File: src/rtl/mw_pkg.sv
// Shared types and constants for the microwave cook-time controller.
// QUICK_START_EN adds the QLOAD state used by the one-touch 0:30 start.
package mw_pkg;

    localparam int DIGIT_W    = 4;
    localparam int KEYPAD_W   = 10;
    localparam int QUICK_TENS = 3;
    localparam int QUICK_ONES = 0;

    typedef enum logic [2:0] {
        IDLE,
        SET,
        COOK,
        PAUSE,
`ifdef QUICK_START_EN
        DONE,
        QLOAD
`else
        DONE
`endif
    } state_t;

    function automatic logic is_one_hot(input logic [KEYPAD_W-1:0] keys);
        return $onehot(keys);
    endfunction

    function automatic logic [DIGIT_W-1:0] key_digit(input logic [KEYPAD_W-1:0] keys);
        logic [DIGIT_W-1:0] digit;
        digit = '0;
        for (int i = 0; i < KEYPAD_W; i++) begin
            if (keys[i]) digit = DIGIT_W'(i);
        end
        return digit;
    endfunction

endpackage

File: src/rtl/microwave_ctrl_tick_gen.sv
// One-second tick divider: counts 0..TICK_DIV-1 while run is high and
// holds its count otherwise so a paused cook keeps its partial second.
module tick_gen #(
    parameter int TICK_DIV = 100
) (
    input  logic clock,
    input  logic clrn,
    input  logic run,
    input  logic restart,
    output logic tick
);

    localparam int CNT_W = (TICK_DIV > 2) ? $clog2(TICK_DIV) : 1;
    localparam logic [CNT_W-1:0] LAST = CNT_W'(TICK_DIV - 1);

    logic [CNT_W-1:0] count;

    assign tick = run && (count == LAST);

    always_ff @(posedge clock or negedge clrn) begin
        if (!clrn) begin
            count <= '0;
        end else if (restart) begin
            count <= '0;
        end else if (run) begin
            count <= tick ? '0 : count + CNT_W'(1);
        end
    end

endmodule

File: src/rtl/microwave_ctrl.sv
// Door/start/stop sequencer for the cook-time timer: keypad loads, 1 s enables,
// magnetron drive and end-of-cook beep. QUICK_START_EN enables the 0:30 quick start.
//
// state | meaning
// IDLE  | timer idle, waiting for a digit (or quick start)
// SET   | digits being entered, waiting for start
// COOK  | magnetron on, timer counting down
// PAUSE | cook interrupted by door or stop, divider count held
// DONE  | end-of-cook beep
// QLOAD | quick start shifting 3 then 0 into the timer
module microwave_ctrl
    import mw_pkg::*;
#(
    parameter int TICK_DIV    = 100,
    parameter int BEEP_CYCLES = 300
) (
    input  logic                clock,
    input  logic                clrn,
    input  logic [KEYPAD_W-1:0] keypad,
    input  logic                startn,
    input  logic                stopn,
    input  logic                door_closed,
    input  logic                zero,
    output logic [DIGIT_W-1:0]  data,
    output logic                loadn,
    output logic                timer_clrn,
    output logic                en,
    output logic                mag_on,
    output logic                done_beep
);

    localparam int BEEP_W = (BEEP_CYCLES > 1) ? $clog2(BEEP_CYCLES) : 1;
    localparam logic [BEEP_W-1:0] BEEP_LAST = BEEP_W'(BEEP_CYCLES - 1);

    state_t              state, state_d;
    logic [KEYPAD_W-1:0] keypad_prev;
    logic                startn_prev, stopn_prev;
    logic [BEEP_W-1:0]   beep_cnt, beep_cnt_d;
    logic [DIGIT_W-1:0]  data_d;
    logic                loadn_d, timer_clrn_d, en_d;
    logic                run, restart, tick;
    logic                key_evt, start_evt, stop_evt, door_open;
`ifdef QUICK_START_EN
    logic                q_step, q_step_d;
`endif

    assign key_evt   = is_one_hot(keypad) && (keypad_prev == '0);
    assign start_evt = startn_prev && !startn;
    assign stop_evt  = stopn_prev && !stopn;
    assign door_open = !door_closed;

    tick_gen #(.TICK_DIV(TICK_DIV)) u_tick_gen (
        .clock   (clock),
        .clrn    (clrn),
        .run     (run),
        .restart (restart),
        .tick    (tick)
    );

    always_comb begin
        state_d      = state;
        data_d       = data;
        loadn_d      = 1'b1;
        timer_clrn_d = 1'b1;
        en_d         = 1'b0;
        run          = 1'b0;
        restart      = 1'b0;
        beep_cnt_d   = beep_cnt;
`ifdef QUICK_START_EN
        q_step_d     = q_step;
`endif
        case (state)
            IDLE: begin
                if (stop_evt) begin
                    timer_clrn_d = 1'b0;
                end else if (start_evt) begin
`ifdef QUICK_START_EN
                    if (zero && door_closed) begin
                        state_d  = QLOAD;
                        loadn_d  = 1'b0;
                        data_d   = DIGIT_W'(QUICK_TENS);
                        q_step_d = 1'b0;
                    end
`endif
                end else if (key_evt) begin
                    state_d = SET;
                    loadn_d = 1'b0;
                    data_d  = key_digit(keypad);
                end
            end
            SET: begin
                if (stop_evt) begin
                    state_d      = IDLE;
                    timer_clrn_d = 1'b0;
                end else if (start_evt) begin
                    if (door_closed && !zero) begin
                        state_d = COOK;
                        restart = 1'b1;
                    end
                end else if (key_evt) begin
                    loadn_d = 1'b0;
                    data_d  = key_digit(keypad);
                end
            end
            COOK: begin
                // The divider only advances on cycles where cooking continues,
                // so an interrupting cycle never loses a count.
                if (door_open || stop_evt) begin
                    state_d = PAUSE;
                end else if (zero) begin
                    state_d    = DONE;
                    beep_cnt_d = BEEP_LAST;
                end else begin
                    run  = 1'b1;
                    en_d = tick;
                end
            end
            PAUSE: begin
                if (stop_evt) begin
                    state_d      = IDLE;
                    timer_clrn_d = 1'b0;
                    restart      = 1'b1;
                end else if (start_evt && door_closed) begin
                    state_d = COOK;
                end
            end
            DONE: begin
                if (door_open || stop_evt || start_evt || key_evt) begin
                    state_d = IDLE;
                end else if (beep_cnt == '0) begin
                    state_d = IDLE;
                end else begin
                    beep_cnt_d = beep_cnt - BEEP_W'(1);
                end
            end
`ifdef QUICK_START_EN
            QLOAD: begin
                if (door_open) begin
                    state_d = IDLE;
                end else if (!q_step) begin
                    loadn_d  = 1'b0;
                    data_d   = DIGIT_W'(QUICK_ONES);
                    q_step_d = 1'b1;
                end else begin
                    state_d = COOK;
                    restart = 1'b1;
                end
            end
`endif
            default: state_d = IDLE;
        endcase
    end

    always_ff @(posedge clock or negedge clrn) begin
        if (!clrn) begin
            state       <= IDLE;
            keypad_prev <= '0;
            startn_prev <= 1'b1;
            stopn_prev  <= 1'b1;
            beep_cnt    <= '0;
            data        <= '0;
            loadn       <= 1'b1;
            timer_clrn  <= 1'b0;
            en          <= 1'b0;
            mag_on      <= 1'b0;
            done_beep   <= 1'b0;
`ifdef QUICK_START_EN
            q_step      <= 1'b0;
`endif
        end else begin
            state       <= state_d;
            keypad_prev <= keypad;
            startn_prev <= startn;
            stopn_prev  <= stopn;
            beep_cnt    <= beep_cnt_d;
            data        <= data_d;
            loadn       <= loadn_d;
            timer_clrn  <= timer_clrn_d;
            en          <= en_d;
            mag_on      <= (state_d == COOK);
            done_beep   <= (state_d == DONE);
`ifdef QUICK_START_EN
            q_step      <= q_step_d;
`endif
        end
    end

endmodule

File: config.mk
export PLATFORM = sky130hd
export DESIGN_NAME = microwave_ctrl
export DESIGN_NICKNAME = d
export VERILOG_FILES = /design/src/rtl/mw_pkg.sv /design/src/rtl/microwave_ctrl_tick_gen.sv /design/src/rtl/microwave_ctrl.sv
export SDC_FILE = /design/constraint.sdc
export NUM_CORES = 1
export LEC_CHECK = 0
export BUFFER_PORTS_ARGS = -buffer_cell sky130_fd_sc_hd__clkbuf_2
export CORE_MARGIN = 5
export CORE_UTILIZATION = 45
export CTS_CLUSTER_SIZE = 24
export DETAILED_ROUTE_END_ITERATION = 8
export PLACE_DENSITY = 0.67
export SLEW_MARGIN = 20
export SYNTH_ARGS = -nofsm -noshare
export SYNTH_HDL_FRONTEND = slang
export SYNTH_HIERARCHICAL = 1
export SYNTH_SLANG_ARGS = --single-unit
File: constraint.sdc
create_clock -name clock -period 2.8 [get_ports clock]
set_input_delay 0.14 -clock clock [delete_from_list [all_inputs] [get_ports clock]]
set_output_delay 0.14 -clock clock [all_outputs]
set_load 0.02 [all_outputs]
# Word level (Yosys, flattened, before mapping)
# Index checks and enable logic that the tools add are counted.
# totals
ff_bits	40
input_bits	16
output_inout_bits	9
word_cells	106
# op_classes
n_addsub	11
eq_ne	12
n_mux	47
n_bitwise	2
n_reduce_logical	22
# op_table
cell	n
$mux 3	12
$mux 9	4
$mux 4	7
$mux 7	3
$pmux 9 s2	1
$mux 1	17
$pmux 3 s5	1
$add 1x1->2	5
$logic_not 10->1	1
$eq 3x2->1 const B	3
$logic_not 9->1	1
$sub 9x1->9 const B	1
$ne 2x2->1 const B	4
$add 7x1->7 const B	1
$eq 7x7->1 const B	1
$add 2x2->3	2
$eq 3x3->1 const B	2
$logic_and 1x1->1	6
$reduce_and 5->1	1
$add 3x3->4	1
$add 4x2->4	1
$eq 4x1->1 const B	1
$logic_not 1->1	4
$reduce_and 4->1	1
other kinds (9)	13

# Depth between registers and ports, before layout
# depth
word_depth	11
depth_mapped	14
mapped_depth_nobuf	13

# Cells and area by module
# Netlist, hierarchy kept.
# by_module_without_submodules
mod	area_each_um2	instances	cells_each	seq_area_each_um2
microwave_ctrl	1661.6	1	147	829.5
tick_gen	425.4	1	40	175.2

# Least setup slack after synthesis
# No wires, ideal clock.
# synth_timing
path_kind	input port to flip-flop
from	input port keypad[0]
to	register data[0]
setup_ns	0.133
required_time_ns	2.667
t_arrival_ns	3.674
setup_slack_ns	-1.007
cell_stages	14
path_buffers	1
path_cell_list	fa_1 fa_1 inv_1 fa_1 inv_1 ha_1 inv_1 fa_1 a2111oi_2 o2111ai_1 or3b_1 buf_2 a2111oi_2 a21oi_1
# synth_via
elab_chain_len	7
# synth_rtl
element	line_no	source
start: declaration	microwave_ctrl.sv:19	input logic [KEYPAD_W-1:0] keypad,
$add 1x1->2 (not written as such)	mw_pkg.sv:24	return $onehot(keys);
$add 2x2->3 (not written as such)	mw_pkg.sv:24	
$add 3x3->4 (not written as such)	mw_pkg.sv:24	
$add 4x2->4 (not written as such)	mw_pkg.sv:24	
$eq 4x1->1	mw_pkg.sv:24	
$logic_and 1x1->1	microwave_ctrl.sv:47	assign key_evt = is_one_hot(keypad) && (keypad_prev == '0);
$reduce_and 4->1 (no source line)	-	
end signal: assignment	microwave_ctrl.sv:176	data <= data_d;
end: declaration	microwave_ctrl.sv:24	output logic [DIGIT_W-1:0] data,
# No other way between the ends.
# A chain may end at the register's enable or synchronous reset.

# Final worst setup path
# layout_timing
from	input port keypad[0]
to	register data[3]
# The elaborated chain is that of the path after synthesis.

==> impl_metrics.ini <==
[run_status]
outcome = finished with violations
violations = negative hold slack, negative setup slack

[synth]
synth_nets = 213
synthMuxAreaShare_pct = 1.20
seq_area_frac_synth_pct = 48.1
synth_area_sq_um = 2090
synth_edf_count = 0
synth_compound_area_share_pct = 14.6
synth_top_area_cell = dfrtp_1
synthSimpleGateAreaFrac_pct = 21.5
synth_warnings = 6
synthXorXnorAreaFrac_pct = 1.26
synthMostInstantiatedCell = dfrtp_1
yosysUniqueCellTypes = 55
yosys-top-cells-area = dfrtp_1 44%, fa_1 5.8%, dfstp_2 3.8%
synth_flop_cell = dfrtp_1
synth_fa_ha_area_share_pct = 8.15
synth-seq-cells = 40
yosys.area.top_type_share_pct = 44.4
synth_common_cells = 37 x dfrtp_1, 17 x inv_1, 11 x a21oi_1, 11 x nor2_1, 9 x o21ai_0
synth_top_family_by_area = simple AND/OR/NAND/NOR gates
syn_inst = 187
synthArstFlopShare_pct = 100
avgSynthCellArea_sq_um = 11.2

[clocking]
root_buffer = clkbuf_8
clk_path_buf_depth = 2
clkLatencyLatePin_ns = 0.29
clk_pin_slew_worst_paths_ns = 0.08
cts_buffers = 5
cts_tree = done
htreeDepth = 2
clock_sinks = 40

[timing]
fmax_ghz = 0.292
worst_slack_ns = -0.626
slew_viol_final = 0
min_period_ns = 3.43
setup_tns_ns = -8.86
finalHoldViolCount = 37
tightestPinTransition_ns = 0.855
setup_violations = 18
fin_crit_sh_pct = 122
rsz0062_at_grt = true
holdWs_ns = -0.0494
slew_headroom_pct = 43.0
skew_ns = 0.00650

[detailed_routing]
drtPass1Iterations = 4
dr_wl_met2_mm = 2.09
wl_per_cell_microns = 14.1
ant_nets = 0
wl_met3_microns = 135
drt_first_iter_violations = 26
drc = 0
met1_length_mm = 1.77
num_vias = 1559
top_layer_used = met4
viasPerCell = 5.41
wl_mm = 4.06

[floorplan]
core_region_area_sq_um = 4410
initial_core_util_pct = 47.3
row_count = 24
die_h_microns = 78.1
die_w_microns = 78.1
dieArea_sq_um = 6100
num_io_pins = 25

[worst_setup_path]
startpoint_type = primary input
worstPathMaxFanout = 8
cp.required_ns = 2.98
critPathCaptureType = register
crit_arrival_ns = 3.61
path_class = in2reg

[placed_design]
io_buffers = 24
dp_hpwl_mm = 2.95
placed_area_sq_um = 2390
place_congestion = 0.794
dp_slack_ns = -1.07
place_inst = 275

[cells_and_area]
drive_above_1_share_pct = 39.8
final_area_sq_um = 2650
fin_cells = 288
seqCellArea_sq_um = 1000
num_antenna_cells = 0
multi_input_area_sq_um = 1090
n_fill_cell = 378
final_core_util_pct = 59.9
area_delta_synth_final_pct = 26.8
nNetsFinal = 261

[global_routing]
grt-ovfl-total = 0
grt_pass1_vias = 1579
grt_max_degree = 41
antenna_found_initial = 0
grt_pass1_wl_mm = 7.16
groute.usage.overall_pct = 14.5

[power_and_ir_drop]
powerDensity_nw_per_um2 = 467
power_mw = 1.24
leakage_nw = 1.22
peakVddDrop_mv = 0.243

[flow_run]
maxCapViolations = 0

[worst_hold_path]
hp-class = in2async
## flip-flops by register name (all words and copies together) (netlist names), 3 cells and up
signal            count
beep_cnt              9
data                  4
keypad_prev          10
state                 3
u_tick_gen/count      7
## layout by cell type, fill, tap and decap left out, types with 4 or more instances in the layout
master    count
nand2_1       5
o21ai_0       4
inv_1        16
clkbuf_2     22
a21oi_1       9
clkbuf_8      5
fa_1          6
or4_4         5
nor2_1       10
dfrtp_1      37
buf_6         6
a21oi_2       4
o21ai_1       6
buf_4        13
## where the power goes
part / total, mW / leakage [nW] / internal, mW / switching, mW
Combinational: 0.171 / 0.663 / 0.0830 / 0.0882
Clock: 0.473 / 0.0541 / 0.264 / 0.209
Sequential: 0.593 / 0.506 / 0.588 / 0.00423
Total: 1.24 / 1.22 / 0.935 / 0.302
## path summary, 6_finish.rpt
kind                                         startpoint                  endpoint  slack, ns  depth (start not counted)
worst max register to register  beep_cnt[5]$_DFFE_PN0P_   beep_cnt[0]$_DFFE_PN0P_       0.53                          6
worst min register to register      data[3]$_DFFE_PN0P_       data[3]$_DFFE_PN0P_       0.49                          2
max in group asynchronous                          clrn   beep_cnt[0]$_DFFE_PN0P_       2.31                          1
worst max-delay path                          keypad[0]       data[3]$_DFFE_PN0P_      -0.63                         15
min in group clock                            keypad[2]  keypad_prev[2]$_DFF_PN0_       0.02                          1
worst min-delay path                               clrn  keypad_prev[7]$_DFF_PN0_      -0.05                          1
## layer usage
layer	vias to the layer above	global-route usage, %
li1	769	-
met1	768	17.5
met2	18	24.7
met3	4	3.89
met4	0	5.57
met5	-	0
## cell families (layout without fill, tap and decap cells)
kind of cell    count (synthesis)  in the layout
simple gates                   69             69
xor+xnor                        3              3
flops                          40             40
compound gates                 42             42
fa+ha+maj                      10             10
buf+inv                        21             70
mux                             2              2
## area by class of cell
cell class | count | share of cell area (%)
clock buffer | 5 | 2.60
clock inverter | 3 | 1.61
tap | 52 | 2.46
multi-input combinational | 126 | 41.2
sequential | 40 | 38.0
timing repair buffer | 45 | 11.7
inverter | 17 | 2.41
## what timing repair did
item,4_1_cts,5_1_grt
endpoints found under the setup margin,18,18
setup buffers,3,1
hold buffers,3,0
resized for setup,20,12
pin swaps,7,6
hold endpoints to repair,3,0
## worst max-delay path: stages
cell and delay, ns:
buf_6 0.10, fa_1 0.49, fa_1 0.51, inv_1 0.05, fa_1 0.42, inv_1 0.07, ha_2 0.18, inv_2 0.04
fa_1 0.47, nor4b_4 0.21, o2111ai_2 0.21, or3b_4 0.46, buf_6 0.15, nand2_1 0.05, o21ai_1 0.05
No activity file was read; power rests on OpenSTA's default activity.
